===== src/rtl/dqn_step_sequencer.sv =====
// DQN training-step sequencer: walks each step through its phases, handshakes with the Q-network and counts episodes.
// Optional wait-phase watchdog enabled by defining DQN_SEQ_WATCHDOG_EN.
module dqn_step_sequencer #(
    parameter int MAX_STEP     = 14,
    parameter int GOAL_STATE   = 9,
    parameter int NUM_EPISODES = 16,
    parameter int EPW          = 8,
    parameter int TIMEOUT      = 255
) (
    input  logic           clk,
    input  logic           rst,
    input  logic           start,
    input  logic [3:0]     st,
    input  logic           net_done,
    input  logic           train_done,
    output logic [3:0]     controller,
    output logic [3:0]     step,
    output logic           net_start,
    output logic           train_start,
    output logic [EPW-1:0] episode,
    output logic           episode_done,
    output logic           all_done,
    output logic           err
);

    // state        | meaning
    // S_IDLE       | waiting for start
    // S_COMMIT     | latch step context
    // S_FWD_REQ    | pulse net_start
    // S_FWD_WAIT   | wait for net_done
    // S_ACT_SEL    | action selection
    // S_REWARD     | reward evaluation
    // S_TRANSITION | grid state transition
    // S_TRAIN_WAIT | pulse train_start on entry, wait for train_done
    // S_DONE       | all episodes complete
    typedef enum logic [3:0] {
        S_IDLE       = 4'd0,
        S_COMMIT     = 4'd1,
        S_FWD_REQ    = 4'd2,
        S_FWD_WAIT   = 4'd3,
        S_ACT_SEL    = 4'd4,
        S_REWARD     = 4'd5,
        S_TRANSITION = 4'd6,
        S_TRAIN_WAIT = 4'd7,
        S_DONE       = 4'd8
    } state_t;

    state_t         state, state_next;
    logic [3:0]     step_next;
    logic [EPW-1:0] episode_next;
    logic [EPW-1:0] episode_inc;
    logic           ep_done_next;
    logic           train_entry;
    logic           ep_done_q;
    logic           ep_end;
    logic           timeout;

    assign episode_inc = episode + 1'b1;
    assign ep_end      = (step == 4'(MAX_STEP)) || (st == 4'(GOAL_STATE));

`ifdef DQN_SEQ_WATCHDOG_EN
    localparam int WDW = $clog2(TIMEOUT + 1);

    logic [WDW-1:0] wd_cnt;
    logic           err_q;
    logic           in_wait;
    logic           wait_entry;

    assign in_wait    = (state == S_FWD_WAIT) || (state == S_TRAIN_WAIT);
    assign wait_entry = ((state_next == S_FWD_WAIT) || (state_next == S_TRAIN_WAIT))
                        && (state_next != state);
    assign timeout    = in_wait && (wd_cnt == '0);
    assign err        = err_q;

    // Down-counter loaded on wait entry; terminal count means TIMEOUT cycles elapsed without done
    always_ff @(posedge clk) begin
        if (rst) begin
            wd_cnt <= '0;
            err_q  <= 1'b0;
        end else begin
            if (wait_entry)
                wd_cnt <= WDW'(TIMEOUT - 1);
            else if (in_wait && wd_cnt != '0)
                wd_cnt <= wd_cnt - 1'b1;
            if (timeout && state_next == S_IDLE)
                err_q <= 1'b1;
        end
    end
`else
    assign timeout = 1'b0;
    assign err     = 1'b0;
`endif

    always_comb begin
        state_next   = state;
        step_next    = step;
        episode_next = episode;
        ep_done_next = 1'b0;
        case (state)
            S_IDLE, S_DONE: begin
                if (start) begin
                    state_next   = S_COMMIT;
                    step_next    = 4'd1;
                    episode_next = '0;
                end
            end
            S_COMMIT:     state_next = S_FWD_REQ;
            S_FWD_REQ:    state_next = S_FWD_WAIT;
            S_FWD_WAIT: begin
                if (net_done) begin
                    state_next = S_ACT_SEL;
                end else if (timeout) begin
                    state_next = S_IDLE;
                    step_next  = 4'd0;
                end
            end
            S_ACT_SEL:    state_next = S_REWARD;
            S_REWARD:     state_next = S_TRANSITION;
            S_TRANSITION: state_next = S_TRAIN_WAIT;
            S_TRAIN_WAIT: begin
                if (train_done) begin
                    if (ep_end) begin
                        ep_done_next = 1'b1;
                        episode_next = episode_inc;
                        if (episode_inc == EPW'(NUM_EPISODES)) begin
                            state_next = S_DONE;
                            step_next  = 4'd0;
                        end else begin
                            state_next = S_COMMIT;
                            step_next  = 4'd1;
                        end
                    end else begin
                        state_next = S_COMMIT;
                        step_next  = step + 4'd1;
                    end
                end else if (timeout) begin
                    state_next = S_IDLE;
                    step_next  = 4'd0;
                end
            end
            default: begin
                state_next = S_IDLE;
                step_next  = 4'd0;
            end
        endcase
    end

    always_ff @(posedge clk) begin
        if (rst) begin
            state       <= S_IDLE;
            step        <= 4'd0;
            episode     <= '0;
            train_entry <= 1'b0;
            ep_done_q   <= 1'b0;
        end else begin
            state       <= state_next;
            step        <= step_next;
            episode     <= episode_next;
            train_entry <= (state_next == S_TRAIN_WAIT) && (state != S_TRAIN_WAIT);
            ep_done_q   <= ep_done_next;
        end
    end

    assign controller   = state;
    assign net_start    = (state == S_FWD_REQ);
    assign train_start  = train_entry;
    assign episode_done = ep_done_q;
    assign all_done     = (state == S_DONE);

endmodule


===== config.mk =====
export PLATFORM = sky130hd
export DESIGN_NAME = dqn_step_sequencer
export DESIGN_NICKNAME = d
export VERILOG_FILES = /design/src/rtl/dqn_step_sequencer.sv
export SDC_FILE = /design/constraint.sdc
export NUM_CORES = 1
export LEC_CHECK = 0
export ABC_AREA = 1
export ABC_CLOCK_PERIOD_IN_PS = 2100
export CAP_MARGIN = 20
export CORE_MARGIN = 4
export CORE_UTILIZATION = 47
export DETAILED_ROUTE_END_ITERATION = 8
export PLACE_DENSITY = 0.77
export RECOVER_POWER = 25
export SLEW_MARGIN = 20
export SYNTH_ARGS = -nofsm -noshare
export SYNTH_HDL_FRONTEND = slang
export SYNTH_SLANG_ARGS = --single-unit

===== constraint.sdc =====
create_clock -name clk -period 2.1 [get_ports clk]
set_clock_uncertainty 0.15 [all_clocks]
set_input_delay 0.21 -clock clk [delete_from_list [all_inputs] [get_ports clk]]
set_output_delay 0.21 -clock clk [all_outputs]
set_load 0.01 [all_outputs]

==> results <==
-- registers in the layout (all words and copies together) (netlist names) --
name	flops
step	4
episode	8
controller	4
episode_done	1
train_start	1
-- cells in the mapped netlist --
| cell type | number |
|---|---|
| sky130_fd_sc_hd__nand2_2 | 1 |
| sky130_fd_sc_hd__a21oi_1 | 11 |
| sky130_fd_sc_hd__nor2_4 | 1 |
| sky130_fd_sc_hd__nor4_1 | 1 |
| sky130_fd_sc_hd__o21ai_4 | 1 |
| sky130_fd_sc_hd__conb_1 | 1 |
| sky130_fd_sc_hd__nand2_4 | 1 |
| sky130_fd_sc_hd__dfxtp_1 | 18 |
| sky130_fd_sc_hd__nor2_1 | 26 |
| sky130_fd_sc_hd__inv_2 | 4 |
| sky130_fd_sc_hd__o21ai_0 | 6 |
| sky130_fd_sc_hd__nor2_2 | 1 |
| sky130_fd_sc_hd__a21oi_2 | 1 |
| sky130_fd_sc_hd__buf_4 | 2 |
| sky130_fd_sc_hd__nor3_2 | 1 |
| sky130_fd_sc_hd__nor3_1 | 4 |
| sky130_fd_sc_hd__ha_1 | 4 |
| sky130_fd_sc_hd__nand3b_1 | 1 |
| sky130_fd_sc_hd__xnor2_1 | 1 |
| sky130_fd_sc_hd__clkinv_1 | 1 |
| sky130_fd_sc_hd__o21ai_1 | 3 |
| sky130_fd_sc_hd__o22ai_1 | 2 |
| sky130_fd_sc_hd__nor3b_1 | 2 |
| sky130_fd_sc_hd__nand2_1 | 35 |
| sky130_fd_sc_hd__buf_6 | 1 |
| sky130_fd_sc_hd__o211ai_4 | 1 |
| sky130_fd_sc_hd__inv_1 | 19 |
| sky130_fd_sc_hd__nand3_1 | 10 |
| sky130_fd_sc_hd__nand4_1 | 3 |
| sky130_fd_sc_hd__nor2_8 | 1 |
| sky130_fd_sc_hd__nand3_2 | 1 |
-- per-layer routing --
| layer | routed length [um] | vias to the layer above | global-route usage |
|---|---|---|---|
| li1 | - | 584 | - |
| met1 | 1178 | 532 | 0.2039 |
| met2 | 1327 | 27 | 0.3086 |
| met3 | 123 | 4 | 0.03678 |
| met4 | 34 | 0 | 0.07947 |
| met5 | 0 | - | 0 |
-- final cells by class --
cell class | count | area (um2) | share of cell area
tap | 28 | 35.03 | 0.02422
timing repair buffer | 29 | 292.8 | 0.2024
multi-input combinational | 120 | 645.6 | 0.4464
sequential | 18 | 360.3 | 0.2491
inverter | 24 | 90.09 | 0.06228
clock buffer | 3 | 22.52 | 0.01557
-- worst paths after layout --
check	endpoint
worst max-delay path	controller[0]$_SDFF_PP0_
worst max register to register	controller[0]$_SDFF_PP0_
worst min-delay path	episode[7]$_SDFFE_PP0P_
worst min register to register	episode[7]$_SDFFE_PP0P_
-- critical path: cells and delay by family (launching register included) --
family | cells | cell delay [ns]
adder cells (fa/ha/maj) | 1 | 0.27
AO/OA/AOI/OAI | 1 | 0.06
flip-flops | 1 | 0.48
AND/OR/NAND/NOR | 8 | 0.79
-- metrics by stage --
step | utilization | cells | setup slack [ns]
finish | 0.6476 | 222 | 0.2585
global placement | 0.6342 | 219 | 0.3182
global route | 0.6476 | 222 | 0.06855
CTS | 0.6454 | 222 | 0.01045
floorplan | - | 165 | 0.4358
detailed placement | 0.6342 | 219 | 0.2581
-- report_power, final --
group	switching (uW)	total [uW]	internal [uW]
logic	201	364	163
clock network	103	170	66.6
registers	51.3	432	381
-- cells in the final DEF (no fill, tap or decap) --
cell,instances
sky130_fd_sc_hd__nand3b_1,1
sky130_fd_sc_hd__nor3b_1,2
sky130_fd_sc_hd__dlygate4sd3_1,4
sky130_fd_sc_hd__o21ai_0,6
sky130_fd_sc_hd__nor2_1,25
sky130_fd_sc_hd__a21oi_2,1
sky130_fd_sc_hd__inv_2,3
sky130_fd_sc_hd__nand2_2,1
sky130_fd_sc_hd__o22ai_1,2
sky130_fd_sc_hd__ha_1,4
sky130_fd_sc_hd__a21oi_1,11
sky130_fd_sc_hd__nor3_2,1
sky130_fd_sc_hd__dfxtp_1,18
sky130_fd_sc_hd__nor3_1,4
sky130_fd_sc_hd__clkinv_1,1
sky130_fd_sc_hd__xnor2_1,1
sky130_fd_sc_hd__nor2_4,1
sky130_fd_sc_hd__nand4_1,3
sky130_fd_sc_hd__nand2_1,35
sky130_fd_sc_hd__nor2_2,2
sky130_fd_sc_hd__nor2_8,1
sky130_fd_sc_hd__inv_1,20
sky130_fd_sc_hd__conb_1,1
sky130_fd_sc_hd__buf_4,1
sky130_fd_sc_hd__clkdlybuf4s50_1,22
sky130_fd_sc_hd__o211ai_4,1
sky130_fd_sc_hd__nand3_1,10
sky130_fd_sc_hd__clkbuf_4,3
sky130_fd_sc_hd__o21ai_1,3
sky130_fd_sc_hd__o21ai_4,1
sky130_fd_sc_hd__nand3_2,1
sky130_fd_sc_hd__nor4_1,1
sky130_fd_sc_hd__dlymetal6s2s_1,2
sky130_fd_sc_hd__nand2_4,1
-- cell families (layout without fill, tap and decap cells) --
kind of cell | after synthesis | count (layout) | share of synthesized area
other | 1 | 1 | 0.003349
buffers and inverters | 27 | 56 | 0.1039
xor gates and xnor gates | 1 | 1 | 0.007823
AOI/OAI and AO/OA | 25 | 25 | 0.1419
DFF | 18 | 18 | 0.3218
and+or+nand+nor | 89 | 89 | 0.3766
adders and majority gates | 4 | 4 | 0.04469
==> results.md <==
- Outcome: finished, final reports clean
- Total power of the final layout: 965.1 uW
- RSZ-0062 raised after global routing: no
- Total Nets Final: 209
- Count of unique library cells instantiated by Yosys: 31
- Vias after detailed routing: 1147
- Cell-by-cell listing of the critical path: ha_1 -> nand3_1 -> nor2_1 -> nand2_1 -> nand2_1 -> nand3_1 -> nor2_2 -> nand2_1 -> nand2_1 -> a21oi_1
- Synthesized netlist cell count: 165
- Worst-path clk slew: 0.10 ns
- Final setup violating endpoints: 0
- Initial Utilization: 0.5014
- PwrDens: 667.2 mW/mm2
- Final Cell Area: 0.001446 mm2
- Portion of the post-synthesis area used by sequential elements: 0.3218
- Delay of the slowest cell on the worst path: 0.48 ns
- P&R area growth vs syn: 29.16%
- Final HPWL from detailed placement: 2062 um
- # resized after CTS: 1
- # clock sinks: 18
- Fraction of final layout cells with drive strength greater than 1: 0.09278
- Dominant cell type by count on the critical path: sky130_fd_sc_hd__nand2_1
- Die height: 56.81 um
- CP Launch Point: episode[1]$_SDFFE_PP0P_
- Initial antenna violation count: 0
- Leakage power: 0.0006241 uW
- Final worst path period share: 0.8769
- Maximum number of pins on one net before global-route repair: 17
- Worst setup EP type: flip-flop
- CTS root buf: sky130_fd_sc_hd__clkbuf_4
- Max IR drop VDD: 0.3913 mV
- Floorplan Core Area: 0.002233 mm2
- Buffers on Ports: 28
- Global router's overall resource usage: 0.1765
- Area contributors post-synth: sky130_fd_sc_hd__dfxtp_1 32%, sky130_fd_sc_hd__nand2_1 12%, sky130_fd_sc_hd__nor2_1 8.7%
- Max-cap check violation count: 0
- Remaining global-route overflow: 0
- Class of the most critical hold timing path: flip-flop to flip-flop
- Yosys warning count: 0
- Startpoint types: flip-flop
- Syn Std Cell Area: 0.001120 mm2
- Number of buffers added by the clock tree synthesis step: 3
- DIE AREA: 0.003227 mm2
- Site row count: 17
- R2R cell count: 10
- Drc violations: 0
- Required time at the worst-slack endpoint: 2.14 ns
- Cts hold-fix bufs: 0
- Vias in the first global route: 1150
- Final count of pins violating max slew: 0
- Worst setup path class: flip-flop to flip-flop
- Data arrival time of the critical path: 1.88 ns
- Floorplan die width: 56.81 um
- Number of detailed-route iterations in the first pass: 4
- Max Root-Sink Buffers: 2
- Critical-path cell with the highest stage delay: sky130_fd_sc_hd__dfxtp_1
- R2R Path Start: episode[1]$_SDFFE_PP0P_
- Fmax: 543.0 MHz
- Setup fix buffers added after clock tree synthesis: 0
- Level count of the clock H-tree: 1
- FF+latch count, synth: 18
- R2R setup slack: 0.26 ns
- Post-synthesis net count: 178
- Antenna Violating Nets Remaining: 0
- First DRT Iteration DRCs: 12
- Worst Hold Margin: 0.3415 ns
- Routed length per placed instance: 12.00 um
- Most area-hungry cell type in the Yosys netlist: sky130_fd_sc_hd__dfxtp_1
- Average footprint of a synthesized cell: 6.787 um2
- Via-per-instance ratio: 5.167
- WHS Path Cells: 2
- CP Max Fanout: 7
- Filler instances: 207
- First-pass GRT wire length: 4595 um
- Number of primary I/O pins: 30
- Setup TNS: 0 ns
- Final hold violation count: 0
- Routability cong.: 0.8206
- Skew-Pair Late Insertion Delay: 0.29 ns
- Origin of the worst min-delay path: episode[7]$_SDFFE_PP0P_
- Final critical delay including setup and external delays: 1.842 ns
- Total wire length after detailed routing: 2663 um
- CTS tree: built
- Placed cell areas: 0.001416 mm2
- Post-synth top area share: 0.3218
- Ant diodes: 0
Power figures use the tool's default switching activity.
